**src/rtl/mux_scan_pkg.sv**
```systemverilog
// mux_scan_pkg: shared channel geometry and FSM state encoding for the mux scan controller.
package mux_scan_pkg;
  localparam int NUM_CH = 4;
  localparam int SEL_W  = 2;
  typedef enum logic [1:0] {
    ST_IDLE   = 2'd0,
    ST_SELECT = 2'd1,
    ST_HOLD   = 2'd2
  } state_t;
endpackage

```
**src/rtl/mux_scan_ctrl_if.sv**
```systemverilog
// mux_scan_ctrl_if: control, mux and valid/ready signals of the scan controller.
interface mux_scan_ctrl_if #(parameter int DATA_WIDTH = 4);
  import mux_scan_pkg::*;
  logic                  start;
  logic [NUM_CH-1:0]     ch_en;
  logic [SEL_W-1:0]      sel;
  logic [DATA_WIDTH-1:0] mux_out;
  logic [DATA_WIDTH-1:0] data_out;
  logic [SEL_W-1:0]      ch_out;
  logic                  valid;
  logic                  ready;
  logic                  busy;
  logic                  done;
  modport master (input start, ch_en, mux_out, ready,
                  output sel, data_out, ch_out, valid, busy, done);
  modport slave  (output start, ch_en, mux_out, ready,
                  input sel, data_out, ch_out, valid, busy, done);
endinterface

```
**src/rtl/mux_scan_next_ch.sv**
```systemverilog
// mux_scan_next_ch: lowest enabled channel strictly above cur, optionally wrapping to the lowest overall.
module mux_scan_next_ch
  import mux_scan_pkg::*;
(
  input  logic [NUM_CH-1:0] mask_i,
  input  logic [SEL_W-1:0]  cur_i,
  input  logic              wrap_i,
  output logic [SEL_W-1:0]  next_o,
  output logic              found_o
);
  always_comb begin
    next_o  = '0;
    found_o = 1'b0;
    for (int i = NUM_CH-1; i >= 0; i--)
      if (mask_i[i] && i > int'(cur_i)) begin
        next_o  = SEL_W'(i);
        found_o = 1'b1;
      end
    if (!found_o && wrap_i)
      for (int i = NUM_CH-1; i >= 0; i--)
        if (mask_i[i]) begin
          next_o  = SEL_W'(i);
          found_o = 1'b1;
        end
  end
endmodule

```
**src/rtl/mux_scan_ctrl.sv**
```systemverilog
// mux_scan_ctrl: sweeps enabled mux channels, captures each sample and offers it on valid/ready.
module mux_scan_ctrl
  import mux_scan_pkg::*;
#(
  parameter int DATA_WIDTH = 4,
  parameter int SETTLE     = 1,
  parameter int CONTINUOUS = 0
) (
  input  logic             clk,
  input  logic             rst_n,
  mux_scan_ctrl_if.master  bus
);
  localparam int CW = SETTLE > 1 ? $clog2(SETTLE) : 1;
  state_t                state_q;
  logic [NUM_CH-1:0]     mask_q;
  logic [SEL_W-1:0]      sel_q, ch_q;
  logic [DATA_WIDTH-1:0] data_q;
  logic [CW-1:0]         cnt_q;
  logic                  valid_q, busy_q, done_q;
  logic [SEL_W-1:0]      first_d, next_d;
  logic                  first_found, next_found;
  // Starting from the top channel with wrap forced yields the lowest set bit of the raw mask.
  mux_scan_next_ch u_first (
    .mask_i (bus.ch_en),
    .cur_i  (SEL_W'(NUM_CH-1)),
    .wrap_i (1'b1),
    .next_o (first_d),
    .found_o(first_found)
  );
  mux_scan_next_ch u_next (
    .mask_i (mask_q),
    .cur_i  (sel_q),
    .wrap_i (CONTINUOUS != 0),
    .next_o (next_d),
    .found_o(next_found)
  );
  always_ff @(posedge clk or negedge rst_n) begin
    if (!rst_n) begin
      state_q <= ST_IDLE;
      mask_q  <= '0;
      sel_q   <= '0;
      ch_q    <= '0;
      data_q  <= '0;
      cnt_q   <= '0;
      valid_q <= 1'b0;
      busy_q  <= 1'b0;
      done_q  <= 1'b0;
    end else begin
      done_q <= 1'b0;
      case (state_q)
        ST_IDLE: if (bus.start) begin
          if (first_found) begin
            mask_q  <= bus.ch_en;
            sel_q   <= first_d;
            cnt_q   <= '0;
            busy_q  <= 1'b1;
            state_q <= ST_SELECT;
          end else done_q <= 1'b1;
        end
        ST_SELECT: if (cnt_q == CW'(SETTLE-1)) begin
          data_q  <= bus.mux_out;
          ch_q    <= sel_q;
          valid_q <= 1'b1;
          state_q <= ST_HOLD;
        end else cnt_q <= cnt_q + CW'(1);
        ST_HOLD: if (bus.ready) begin
          valid_q <= 1'b0;
          if (next_found) begin
            sel_q   <= next_d;
            cnt_q   <= '0;
            state_q <= ST_SELECT;
          end else begin
            done_q  <= 1'b1;
            busy_q  <= 1'b0;
            state_q <= ST_IDLE;
          end
        end
        default: state_q <= ST_IDLE;
      endcase
    end
  end
  assign bus.sel      = sel_q;
  assign bus.data_out = data_q;
  assign bus.ch_out   = ch_q;
  assign bus.valid    = valid_q;
  assign bus.busy     = busy_q;
  assign bus.done     = done_q;
endmodule
```
**src/flat_wrapper.sv**
```systemverilog
// flat-port wrapper written by rule: the top's interface ports become plain ports
module mux_scan_ctrl_flat import mux_scan_pkg::*;
#(
  parameter int DATA_WIDTH = 4,
  parameter int SETTLE     = 1,
  parameter int CONTINUOUS = 0
)
  (clk, rst_n, bus_start, bus_ch_en, bus_mux_out, bus_ready, bus_sel, bus_data_out, bus_ch_out, bus_valid, bus_busy, bus_done);
  mux_scan_ctrl_if #(.DATA_WIDTH(DATA_WIDTH)) bus_i ();
  input  logic clk;
  input  logic rst_n;
  input wire logic [$bits(bus_i.start)-1:0] bus_start;
  input wire logic [$bits(bus_i.ch_en)-1:0] bus_ch_en;
  input wire logic [$bits(bus_i.mux_out)-1:0] bus_mux_out;
  input wire logic [$bits(bus_i.ready)-1:0] bus_ready;
  output wire logic [$bits(bus_i.sel)-1:0] bus_sel;
  output wire logic [$bits(bus_i.data_out)-1:0] bus_data_out;
  output wire logic [$bits(bus_i.ch_out)-1:0] bus_ch_out;
  output wire logic [$bits(bus_i.valid)-1:0] bus_valid;
  output wire logic [$bits(bus_i.busy)-1:0] bus_busy;
  output wire logic [$bits(bus_i.done)-1:0] bus_done;
  assign bus_i.start = bus_start;
  assign bus_i.ch_en = bus_ch_en;
  assign bus_i.mux_out = bus_mux_out;
  assign bus_i.ready = bus_ready;
  assign bus_sel = bus_i.sel;
  assign bus_data_out = bus_i.data_out;
  assign bus_ch_out = bus_i.ch_out;
  assign bus_valid = bus_i.valid;
  assign bus_busy = bus_i.busy;
  assign bus_done = bus_i.done;
  mux_scan_ctrl #(.DATA_WIDTH(DATA_WIDTH), .SETTLE(SETTLE), .CONTINUOUS(CONTINUOUS)) u_core (.clk(clk), .rst_n(rst_n), .bus(bus_i));
endmodule
```
**config.mk**
```make
export PLATFORM = sky130hd
export DESIGN_NAME = mux_scan_ctrl_flat
export DESIGN_NICKNAME = d
export VERILOG_FILES = /design/src/rtl/mux_scan_pkg.sv /design/src/rtl/mux_scan_ctrl_if.sv /design/src/rtl/mux_scan_next_ch.sv /design/src/rtl/mux_scan_ctrl.sv /design/src/flat_wrapper.sv
export SDC_FILE = /design/constraint.sdc
export NUM_CORES = 1
export LEC_CHECK = 0
export CORE_MARGIN = 8
export CORE_UTILIZATION = 48
export CTS_CLUSTER_DIAMETER = 30
export CTS_CLUSTER_SIZE = 40
export DETAILED_ROUTE_END_ITERATION = 10
export GPL_TIMING_DRIVEN = 0
export PLACE_DENSITY = 0.81
export SLEW_MARGIN = 25
export SYNTH_ARGS = -nofsm -noshare
export SYNTH_HDL_FRONTEND = slang
export SYNTH_HIERARCHICAL = 1
export SYNTH_SLANG_ARGS = --single-unit
export TNS_END_PERCENT = 100
```
**constraint.sdc**
```tcl
create_clock -name clk -period 1.6 [get_ports clk]
set_input_delay 0.48 -clock clk [delete_from_list [all_inputs] [get_ports clk]]
set_output_delay 0.48 -clock clk [all_outputs]
set_load 0.005 [all_outputs]
```
==> impl_metrics.xml <==
<?xml version="1.0" encoding="UTF-8"?>
<metrics>
  <group name="setup_path">
    <metric name="slowest_delay" unit="ns">0.35</metric>
    <metric name="path_cells" unit="">buf_8 &gt; o41ai_4 &gt; o221ai_2 &gt; nor4bb_4 &gt; a31o_4 &gt; mux2_4</metric>
    <metric name="critPathLaunchType" unit="">primary input</metric>
    <metric name="cp.required" unit="ns">1.78</metric>
    <metric name="timing.critical_path.arrival" unit="ns">1.82</metric>
    <metric name="critical_path.endpoint_type" unit="">register</metric>
    <metric name="worst_path_max_delay_cell" unit="">sky130_fd_sc_hd__o41ai_4</metric>
    <metric name="timing.rr.start" unit="">u_core/bus.sel[0]</metric>
    <metric name="path_class" unit="">primary input to register</metric>
    <metric name="reg2reg_setup_slack" unit="ns">0.02</metric>
    <metric name="worstSetupStartpoint" unit="">bus_ch_en[3]</metric>
    <metric name="worstPathMaxFanout" unit="">3</metric>
  </group>
  <group name="floorplanning">
    <metric name="floorplan.io_pins" unit="">23</metric>
    <metric name="die_area" unit="mm²">0.003658</metric>
    <metric name="die_height" unit="µm">60.48</metric>
    <metric name="number_of_core_rows" unit="">16</metric>
    <metric name="floorplan.die.width" unit="µm">60.48</metric>
    <metric name="initial_core_util" unit="%">49.41</metric>
    <metric name="placeable_core_area" unit="mm²">0.001922</metric>
  </group>
  <group name="drt">
    <metric name="post-route-drc-count" unit="">0</metric>
    <metric name="wire_per_inst" unit="µm">14.45</metric>
    <metric name="drt-initial-drc-count" unit="">9</metric>
    <metric name="met1Wirelength" unit="µm">911</metric>
    <metric name="drt_pre_antenna_iters" unit="">4</metric>
    <metric name="dr_total_vias" unit="">781</metric>
    <metric name="wl_met2" unit="mm">1.264</metric>
    <metric name="wl" unit="mm">2.239</metric>
    <metric name="ant_nets" unit="">0</metric>
    <metric name="detail_route.vias_per_cell" unit="">5.039</metric>
    <metric name="wl_met3" unit="µm">54</metric>
    <metric name="route.top_layer_used" unit="">met4</metric>
  </group>
  <group name="power">
    <metric name="power.ir.vdd_worst" unit="µV">1009</metric>
    <metric name="power-per-cell-area" unit="mW/mm²">1606</metric>
    <metric name="leakage" unit="nW">0.6584</metric>
  </group>
  <group name="layout">
    <metric name="mostFrequentLayoutCell" unit="">sky130_fd_sc_hd__dfrtp_1</metric>
    <metric name="area_growth" unit="%">43.08</metric>
    <metric name="final_cell_mix" unit="">16 x sky130_fd_sc_hd__dfrtp_1, 13 x sky130_fd_sc_hd__conb_1, 12 x sky130_fd_sc_hd__dlygate4sd2_1, 12 x sky130_fd_sc_hd__mux2_2, 8 x sky130_fd_sc_hd__inv_1</metric>
    <metric name="insertedDiodeCount" unit="">0</metric>
    <metric name="multiInputGateArea" unit="µm²">566.8</metric>
    <metric name="utilization" unit="%">70.70</metric>
    <metric name="final-seq-area" unit="µm²">426.7</metric>
    <metric name="total_of_fill_cells_in_the_finished_design" unit="">151</metric>
    <metric name="post_route_cells_drive_above_1_share" unit="%">31.25</metric>
    <metric name="nets" unit="">141</metric>
  </group>
  <group name="timing">
    <metric name="worst_clock_skew" unit="ns">0.009889</metric>
    <metric name="setup_viol" unit="">2</metric>
    <metric name="timing.max_slew.rel_slack" unit="%">50.55</metric>
    <metric name="fmax" unit="GHz">0.6072</metric>
    <metric name="period_needed" unit="ns">1.647</metric>
    <metric name="post-route-period-util" unit="%">102.9</metric>
    <metric name="grt_setup_unrepaired" unit="">yes</metric>
    <metric name="tightest_slew" unit="ns">0.7394</metric>
    <metric name="hold_slack" unit="ns">0.4723</metric>
    <metric name="final-hold-violation-count" unit="">0</metric>
    <metric name="timing_max_transition_violations_final" unit="">0</metric>
    <metric name="smallest_setup_slack_after_layout" unit="ns">-0.04683</metric>
  </group>
  <group name="run_status">
    <metric name="violations" unit="">negative setup slack</metric>
    <metric name="run_status" unit="">finished, violations left</metric>
  </group>
  <group name="clock_network">
    <metric name="tritoncts" unit="">built</metric>
    <metric name="cts-root-buf" unit="">sky130_fd_sc_hd__clkbuf_4</metric>
    <metric name="cts_inserted_buffers" unit="">3</metric>
    <metric name="cts.reportedPaths.clkPinSlew" unit="ns">0.10</metric>
    <metric name="h-tree-depth" unit="">1</metric>
    <metric name="cts.sink_count" unit="">17</metric>
    <metric name="cts_hold_buf" unit="">0</metric>
    <metric name="clk_path_buf_depth" unit="">2</metric>
    <metric name="later_pin_clock_latency_in_the_skew_report" unit="ns">0.28</metric>
  </group>
  <group name="global_route">
    <metric name="grt_pass1_wl" unit="mm">3.415</metric>
    <metric name="antenna_found_initial" unit="">0</metric>
    <metric name="pin_count_of_the_biggest_net_entering_global_routing" unit="">18</metric>
    <metric name="groute.usage.overall" unit="%">12.25</metric>
    <metric name="overflow" unit="">0</metric>
    <metric name="grt_pass1_vias" unit="">801</metric>
  </group>
  <group name="synth">
    <metric name="synth_seq_cells" unit="">17</metric>
    <metric name="synth.avg_cell_area" unit="µm²">11.17</metric>
    <metric name="yosysWarnings" unit="">6</metric>
    <metric name="synth.distinct_cells" unit="">24</metric>
    <metric name="synthCells" unit="">85</metric>
    <metric name="synth_area" unit="µm²">949.7</metric>
    <metric name="register_area_share_after_synthesis" unit="%">44.80</metric>
  </group>
  <group name="min_path">
    <metric name="min_delay_startpoint" unit="">bus_ch_en[1]</metric>
    <metric name="min_path_type" unit="">primary input to register</metric>
  </group>
  <group name="placed_design">
    <metric name="place.detailed.hpwl" unit="mm">1.609</metric>
    <metric name="port-buffer-count" unit="">22</metric>
    <metric name="routabilityCongestion" unit="">0.7539</metric>
  </group>
  <group name="flow_run">
    <metric name="maxCapViolations" unit="">0</metric>
  </group>
</metrics>
final timing paths:
kind / to / cells after the start
worst min register to register: u_core/bus.busy / 1
worst max register to register: u_core/bus.sel[1] / 6
max in group asynchronous: u_core/bus.sel[1] / 1
min in group asynchronous: u_core/bus.ch_out[0] / 1
worst max-delay path: u_core/bus.sel[1] / 6
worst min-delay path: u_core/mask_q[1] / 2
sequential cells by signal (all words and copies together), names as in the netlist:
signal,flops
u_core/bus.data_out,4
u_core/state_q,2
u_core/bus.ch_out,2
u_core/mask_q,4
u_core/bus.busy,1
u_core/bus.sel,2
u_core/bus.valid,1
u_core/bus.done,1
stage by stage:
step / setup slack [ns] / total power, mW / instance area [µm²] / cells / TNS [ns]
2_1_floorplan: -0.2545 / 1.420 / 991.0 / 96 / -0.5536
3_3_place_gp: -0.8866 / 1.819 / 1245 / 145 / -5.740
3_5_place_dp: -0.9301 / 1.866 / 1245 / 145 / -6.127
4_1_cts: -0.05239 / 2.136 / 1326 / 155 / -0.09810
5_1_grt: -0.07017 / 2.333 / 1359 / 155 / -0.1360
6_report: -0.04683 / 2.183 / 1359 / 155 / -0.08743
metal layers:
metal	up-vias	GRT usage, %
li1	381	-
met3	2	2.331
met2	11	22.71
met1	387	13.63
met4	0	3.987
met5	-	0
worst max-delay path, delay by kind of cell:
family	cells	cell delay, ns
simple gates	1	0.20
buf+inv	1	0.10
compound gates	3	0.75
mux	1	0.29
what timing repair did:
item	CTS	global route
setup buffers	7	0
gates resized for setup	36	6
pin swaps	2	1
endpoints found under the setup margin	20	7
where the power goes:
part           switching, mW  total, mW  internal (mW)  leakage [nW]
sequential             0.200      0.839          0.639         0.202
combinational          0.436       1.12          0.688         0.442
clock                  0.123      0.219         0.0966        0.0150
total                  0.759       2.18           1.42         0.658
cell families after synthesis:
family,after synthesis,share of synthesized area (%)
buffers and inverters,10,4.479
AO/OA/AOI/OAI,24,19.90
flip-flops,17,44.80
AND/OR/NAND/NOR,18,12.65
other,2,0.7908
multiplexers,14,17.39
synthesized netlist by cell type (all sizes together):
master | n | area (µm²)
a211oi | 4 | 30.03
a21o | 2 | 16.27
a21oi | 6 | 30.03
a22oi | 1 | 7.510
a31o | 1 | 17.52
and2b | 8 | 63.81
and3b | 2 | 17.52
buf | 2 | 12.51
conb | 2 | 7.510
dfrtp | 17 | 425.4
inv | 8 | 30.03
mux2 | 14 | 165.2
nand2 | 2 | 7.510
nor2 | 4 | 15.01
nor2b | 1 | 6.260
nor4bb | 1 | 10.01
o21ai | 4 | 20.02
o221ai | 4 | 35.03
o41ai | 2 | 32.53
final cells by class:
type / count / share of cell area (%)
Clock buffer: 4 / 1.934
Buffer: 1 / 0.3683
Timing Repair Buffer: 29 / 19.89
Inverter: 8 / 2.210
Tap cell: 27 / 2.486
Multi-Input combinational cell: 69 / 41.71
Sequential cell: 17 / 31.40
No activity file was read; power rests on OpenSTA's default activity.
